### config.mk
export PLATFORM = sky130hd
export DESIGN_NAME = mux_rr_arbiter
export DESIGN_NICKNAME = d
export VERILOG_FILES = /design/src/rtl/mux_arb_pkg.sv /design/src/rtl/mux8to1.sv /design/src/rtl/mux_rr_arbiter.sv
export SDC_FILE = /design/constraint.sdc
export NUM_CORES = 1
export LEC_CHECK = 0
export ABC_AREA = 1
export ABC_CLOCK_PERIOD_IN_PS = 4200
export BUFFER_PORTS_ARGS = -buffer_cell sky130_fd_sc_hd__buf_2
export CORE_MARGIN = 2
export CORE_UTILIZATION = 55
export DETAILED_ROUTE_END_ITERATION = 16
export PLACE_DENSITY = 0.78
export SLEW_MARGIN = 20
export SYNTH_ARGS = -nofsm -noshare
export SYNTH_HDL_FRONTEND = slang
export SYNTH_HIERARCHICAL = 1
export SYNTH_SLANG_ARGS = --single-unit
export TNS_END_PERCENT = 10
### constraint.sdc
create_clock -name clk -period 4.2 [get_ports clk]
set_input_delay 0.42 -clock clk [delete_from_list [all_inputs] [get_ports clk]]
set_output_delay 0.42 -clock clk [all_outputs]
set_load 0.01 [all_outputs]
### src/rtl/mux_arb_pkg.sv
// Shared types and the rotating priority search for the 8:1 mux arbiter.
// rr_pick returns {found, index}; the search starts at ptr and wraps modulo 8.
package mux_arb_pkg;

    localparam int N_REQ = 8;
    localparam int SEL_W = 3;

    typedef enum logic {
        IDLE  = 1'b0,
        GRANT = 1'b1
    } arb_state_t;

    function automatic logic [SEL_W:0] rr_pick(input logic [N_REQ-1:0] req,
                                               input logic [SEL_W-1:0] ptr);
        logic [SEL_W:0]   res;
        logic [SEL_W-1:0] idx;
        res = '0;
        // Walk from the farthest offset back to ptr so the nearest requester wins.
        for (int i = N_REQ - 1; i >= 0; i--) begin
            idx = ptr + SEL_W'(i);
            if (req[idx]) begin
                res = {1'b1, idx};
            end
        end
        return res;
    endfunction

endpackage

### src/rtl/mux8to1.sv
// Combinational 8:1 single-bit selector; select is {x,y,z} with x as MSB.
module mux8to1 (
    input  logic d0,
    input  logic d1,
    input  logic d2,
    input  logic d3,
    input  logic d4,
    input  logic d5,
    input  logic d6,
    input  logic d7,
    input  logic x,
    input  logic y,
    input  logic z,
    output logic out
);

    logic [7:0] d_vec;

    assign d_vec = {d7, d6, d5, d4, d3, d2, d1, d0};
    assign out   = d_vec[{x, y, z}];

endmodule

### src/rtl/mux_rr_arbiter.sv
// Round-robin arbiter that owns the 8:1 mux select and registers the selected bit.
// state | meaning: IDLE | no grant, sel holds last value ; GRANT | gnt/sel drive one requester
module mux_rr_arbiter
    import mux_arb_pkg::*;
#(
    parameter int MAX_HOLD = 4
) (
    input  logic             clk,
    input  logic             rst_n,
    input  logic [N_REQ-1:0] req,
    input  logic [N_REQ-1:0] d,
    output logic [SEL_W-1:0] sel,
    output logic [N_REQ-1:0] gnt,
    output logic             busy,
    output logic             out
);

    localparam int CNT_W = (MAX_HOLD > 1) ? $clog2(MAX_HOLD) : 1;
    localparam logic [CNT_W-1:0] CNT_LAST = CNT_W'(MAX_HOLD - 1);

    arb_state_t       state_q, state_d;
    logic [SEL_W-1:0] sel_q, sel_d;
    logic [N_REQ-1:0] gnt_q, gnt_d;
    logic [SEL_W-1:0] ptr_q, ptr_d;
    logic [CNT_W-1:0] cnt_q, cnt_d;
    logic             out_q, out_d;

    logic             rel;
    logic [SEL_W-1:0] arb_ptr;
    logic [SEL_W:0]   pick;
    logic             busy_d;
    logic             mux_out;

    always_comb begin
        state_d = state_q;
        sel_d   = sel_q;
        gnt_d   = gnt_q;
        ptr_d   = ptr_q;
        cnt_d   = cnt_q;

        rel     = (state_q == GRANT) && (!req[sel_q] || (cnt_q == CNT_LAST));
        // On release the search restarts just past the outgoing holder.
        arb_ptr = rel ? (sel_q + SEL_W'(1)) : ptr_q;
        pick    = rr_pick(req, arb_ptr);

        if ((state_q == IDLE) || rel) begin
            ptr_d = arb_ptr;
            if (pick[SEL_W]) begin
                state_d = GRANT;
                sel_d   = pick[SEL_W-1:0];
                gnt_d   = N_REQ'(1) << pick[SEL_W-1:0];
                cnt_d   = '0;
            end else begin
                state_d = IDLE;
                gnt_d   = '0;
            end
        end else begin
            cnt_d = cnt_q + 1'b1;
        end

        busy_d = (state_d == GRANT);
        out_d  = busy_d & mux_out;
    end

    mux8to1 u_mux (
        .d0  (d[0]),
        .d1  (d[1]),
        .d2  (d[2]),
        .d3  (d[3]),
        .d4  (d[4]),
        .d5  (d[5]),
        .d6  (d[6]),
        .d7  (d[7]),
        .x   (sel_d[2]),
        .y   (sel_d[1]),
        .z   (sel_d[0]),
        .out (mux_out)
    );

    always_ff @(posedge clk or negedge rst_n) begin
        if (!rst_n) begin
            state_q <= IDLE;
            sel_q   <= '0;
            gnt_q   <= '0;
            ptr_q   <= '0;
            cnt_q   <= '0;
            out_q   <= 1'b0;
        end else begin
            state_q <= state_d;
            sel_q   <= sel_d;
            gnt_q   <= gnt_d;
            ptr_q   <= ptr_d;
            cnt_q   <= cnt_d;
            out_q   <= out_d;
        end
    end

    assign sel  = sel_q;
    assign gnt  = gnt_q;
    assign busy = (state_q == GRANT);
    assign out  = out_q;

endmodule

==> impl_metrics.yaml, run 1 <==
floorplan:
  core_area_mm2: 0.00331
  die_x_um: 62.4
  std_cell_rows: 21
  dieArea_mm2: 0.00390
  die_y_um: 62.4
  io_pins: 31
  initial_core_util: 0.567
timing:
  min_period_ps: 3730
  hold_ws_ps: 34.6
  rsz0062_at_grt: "false"
  drv_slew: 0
  post-route-period-util: 0.889
  fmax_mhz: 268
  final-hold-violation-count: 0
  worst_pin_slew_ps: 472
  setup_tns_ps: 0
  max_slew_margin: 0.682
  clock-skew-final_ps: 1.34
  finalSetupViolCount: 0
logic_synthesis:
  seq_area_frac_synth: 0.240
  yosysWarnings: 6
  synth-seq-cells: 18
  ys_async_sr_fraction: 1.00
  ys_types: 29
  synth_most_common_cell: "nand2_1"
  syn-instance-count: 288
  synth_edf_count: 0
  synth_nets: 310
  syn_avg_cell_area_um2: 6.52
  synth_top_area_share: 0.240
  synth_ff_type: "dfrtp_1"
  ys_top_cells_by_area: "dfrtp_1 24%, nand2_1 18%, nand3_1 15%"
  yosysTopAreaCell: "dfrtp_1"
  synthTopCellsByCount: "91 x nand2_1, 58 x nand3_1, 42 x inv_1, 18 x dfrtp_1, 14 x nand2_2"
  synth_area_mm2: 0.00188
critical_path:
  path_buf_inv: 4
  startpoint_type: "flip-flop"
  slowest_stage: "dfrtp_2"
  arrival_ps: 3960
  crit_family: "simple AND/OR/NAND/NOR gates"
  worstPathRequired_ps: 4430
  criticalPathCategory: "flip-flop to flip-flop"
  regToRegSetupSlack_ps: 470
  slowest_delay_ps: 490
  cp_common_cell: "nand2_1"
  path_max_fanout: 9
  critPathCaptureType: "flip-flop"
routing:
  drc_errors: 0
  drt_iter0_drc: 143
  drtAntennaViolNets: 0
  wl_um: 4340
  routedWlPerCell_um: 11.8
  firstDrtPassIters: 4
  via_count: 1934
  viasPerCell: 5.28
clock_network:
  numCtsBuffers: 3
  numClockSinks: 18
  clock-root-buffer: "clkbuf_4"
  clkLatencyLatePin_ps: 290
  cts_tree: "done"
  path_clk_slew_ps: 100
  clockBufferDepth: 2
  htree_levels: 1
  postCtsSetupBuffers: 0
global_route:
  antenna_found_initial: 0
  grt_pass1_vias: 1818
  grt_usage: 0.237
  grt_use_met3: 0.0342
  grt_max_degree: 19
  use_met2: 0.403
  grt_pass1_wl_um: 7720
  use_met1: 0.311
  grt.busiest_layer: "met2"
  overflow: 0
placement:
  placedCellCount: 362
  port_buffers: 30
  place_hpwl_um: 3540
  place_area_mm2: 0.00204
  globalplace.congestion: 0.964
job:
  cap_violations: 0
finish:
  drive_above_1_share: 0.263
  fin_cells: 366
  nNetsFinal: 343
  stdcell_area_mm2: 0.00208
  syn_to_final_growth_pct: 10.9
  n_antenna_cell: 0
outcome:
  status: "complete, no violations"
min_path:
  min_path_type: "input port to async pin"
[cells in the final DEF, fill, tap and decap left out]
| cell | instances |
|---|---|
| a21boi_2 | 1 |
| nand2_1 | 91 |
| inv_6 | 1 |
| or2_2 | 1 |
| dfrtp_1 | 17 |
| dfrtp_2 | 1 |
| a22o_2 | 1 |
| nand2_2 | 14 |
| nand2_8 | 1 |
| clkbuf_4 | 3 |
| inv_1 | 41 |
| nor2_2 | 3 |
| ha_1 | 4 |
| nand3_2 | 8 |
| inv_2 | 4 |
| inv_4 | 1 |
| nand3b_1 | 1 |
| clkbuf_8 | 1 |
| clkinv_1 | 1 |
| o21ai_2 | 1 |
| nand3_4 | 1 |
| o21ai_0 | 2 |
| a21oi_1 | 9 |
| xor2_2 | 1 |
| a21oi_2 | 2 |
| nand3_1 | 58 |
| nor2_4 | 2 |
| nand4_1 | 4 |
| buf_2 | 30 |
| xnor2_1 | 1 |
| nor2_1 | 7 |
| nand2_4 | 7 |
[sequential cells by signal, summed over array words and instances, names as in the netlist]
register,count
ptr_q,3
gnt,8
sel,3
out,1
cnt_q,2
busy,1
[path summary, 6_finish.rpt]
kind | startpoint | cells after the start | endpoint
min in group clk | gnt[7] | 2 | gnt[7]
max in group asynchronous | rst_n | 1 | sel[0]
worst max-delay path | sel[0] | 30 | out
worst min register to register | gnt[7] | 2 | gnt[7]
worst min-delay path | rst_n | 1 | cnt_q[0]
worst max register to register | sel[0] | 30 | out
[what timing repair did]
item                       in CTS  in global routing
setup endpoints to repair       0                  1
resized for setup               0                  4
hold buffers                    0                  0
[stage by stage]
stage / util / setup slack, ps
after CTS: 0.628 / 203
final: 0.629 / 468
after detailed placement: 0.617 / 196
after floorplan: - / 681
after global placement: 0.617 / 378
after global routing: 0.629 / 54.6
[cells by family (layout without fill, tap and decap cells)]
family | after synthesis | count (layout) | synth area share
simple gates | 198 | 198 | 0.544
buf+inv | 50 | 82 | 0.123
flops | 18 | 18 | 0.240
compound gates | 16 | 16 | 0.0526
fa+ha+maj | 4 | 4 | 0.0266
xor+xnor | 2 | 2 | 0.0133
[per-layer routing]
| metal | part of all wire | up-vias |
|---|---|---|
| met3 | 0.060 | 12 |
| met2 | 0.46 | 62 |
| li1 | - | 983 |
| met4 | 0.018 | 0 |
| met5 | 0 | - |
| met1 | 0.46 | 877 |
[layout make-up]
cell class | count | area, um^2
multi-input cells | 220 | 1200
flip-flops and latches | 18 | 452
repair buffers | 30 | 150
clock buffers | 4 | 36.3
inverters | 48 | 188
well taps | 46 | 57.6
fillers | 327 | 1230
Power of run 1 is not shown: default switching activity piles up to over one toggle a cycle in this logic, so the estimate is an artifact.
==> inputs of run 2 (changes only) <==
--- a/config.mk
+++ b/config.mk
@@ -8,10 +8,12 @@
 export ABC_AREA = 1
 export ABC_CLOCK_PERIOD_IN_PS = 4200
 export BUFFER_PORTS_ARGS = -buffer_cell sky130_fd_sc_hd__buf_2
+export CORE_ASPECT_RATIO = 1.2
 export CORE_MARGIN = 2
 export CORE_UTILIZATION = 55
 export DETAILED_ROUTE_END_ITERATION = 16
 export PLACE_DENSITY = 0.78
+export RECOVER_POWER = 50
 export SLEW_MARGIN = 20
 export SYNTH_ARGS = -nofsm -noshare
 export SYNTH_HDL_FRONTEND = slang
==> impl_metrics.yaml, run 2 (synthesis gave the netlist of run 1 again) <==
clock_network:
  cts_tree: "done"
  numCtsBuffers: 3
  postCtsSetupBuffers: 0
  htree_levels: 1
  hold_buffers: 0
  clock-root-buffer: "clkbuf_8"
  numClockSinks: 18
  ctsResizeCount: 0
  clkLatencyLatePin_ps: 250
  path_clk_slew_ps: 70
  clockBufferDepth: 2
timing:
  post-route-period-util: 0.894
  min_period_ps: 3750
  clock-skew-final_ps: 7.20
  worst_pin_slew_ps: 958
  rsz0062_at_grt: "false"
  final-hold-violation-count: 0
  hold_ws_ps: 287
  setup_tns_ps: 0
  drv_slew: 0
  fmax_mhz: 266
  max_slew_margin: 0.361
  finalSetupViolCount: 0
floorplan:
  initial_core_util: 0.567
  std_cell_rows: 23
  core_area_mm2: 0.00331
  dieArea_mm2: 0.00390
  die_y_um: 68.0
  io_pins: 31
  die_x_um: 57.3
finish:
  drive_above_1_share: 0.238
  syn_to_final_growth_pct: 10.8
  fin_cells: 357
  stdcell_area_mm2: 0.00208
  nNetsFinal: 343
  final_cell_mix: "91 x nand2_1, 58 x nand3_1, 41 x inv_1"
  final_common_cell: "nand2_1"
  largest_register_ffs: 8
  n_antenna_cell: 0
global_route:
  grt_max_degree: 19
  grt_usage: 0.236
  use_met2: 0.422
  overflow: 0
  grt_use_met3: 0.0284
  grt_pass1_wl_um: 7330
  use_met1: 0.296
  grt.busiest_layer: "met2"
  antenna_found_initial: 0
  grt_pass1_vias: 1736
critical_path:
  startpoint_type: "flip-flop"
  path_max_fanout: 9
  criticalPathCategory: "flip-flop to flip-flop"
  slowest_delay_ps: 500
  crit_family: "simple AND/OR/NAND/NOR gates"
  arrival_ps: 3940
  critPathCaptureType: "flip-flop"
  path_buf_inv: 4
  cp_common_cell: "nand2_1"
  worstPathRequired_ps: 4390
  slowest_stage: "dfrtp_1"
placement:
  place_hpwl_um: 3540
  globalplace.congestion: 0.936
  port_buffers: 30
  placedCellCount: 353
  place_area_mm2: 0.00203
outcome:
  status: "complete, no violations"
routing:
  routedWlPerCell_um: 12.0
  wl_um: 4280
  drt_iter0_drc: 89
  viasPerCell: 5.20
  drc_errors: 0
  firstDrtPassIters: 4
  via_count: 1856
  drtAntennaViolNets: 0
min_path:
  min_path_type: "input port to async pin"
job:
  cap_violations: 0
==> run 2: layer usage <==
metal | routed length [um] | vias to the layer above
met5 | 0 | -
met4 | 63 | 0
met3 | 179 | 8
met2 | 2080 | 47
met1 | 1960 | 822
li1 | - | 979
==> run 2: final cells by class <==
class	count	area, um^2
Clock buffer	4	55.1
Fill cell	335	1230
Inverter	48	188
Multi-Input combinational cell	220	1200
Sequential cell	18	450
Tap cell	37	46.3
Timing Repair Buffer	30	141
==> run 2: final timing paths <==
check | start | to | slack (ps) | depth (start not counted)
worst min-delay path | rst_n | ptr_q[1] | 290 | 1
max in group asynchronous | rst_n | gnt[0] | 3320 | 1
min in group clk | gnt[1] | gnt[1] | 480 | 2
worst max register to register | sel[0] | out | 450 | 30
worst max-delay path | sel[0] | out | 450 | 30
worst min register to register | gnt[1] | gnt[1] | 480 | 2
==> run 2: metrics by stage <==
step	util	setup slack [ps]
6_report	0.629	445
5_1_grt	0.629	20.1
4_1_cts	0.630	193
3_5_place_dp	0.614	208
3_3_place_gp	0.614	325
2_1_floorplan	-	681
Power of run 2 is left out for the same reason.
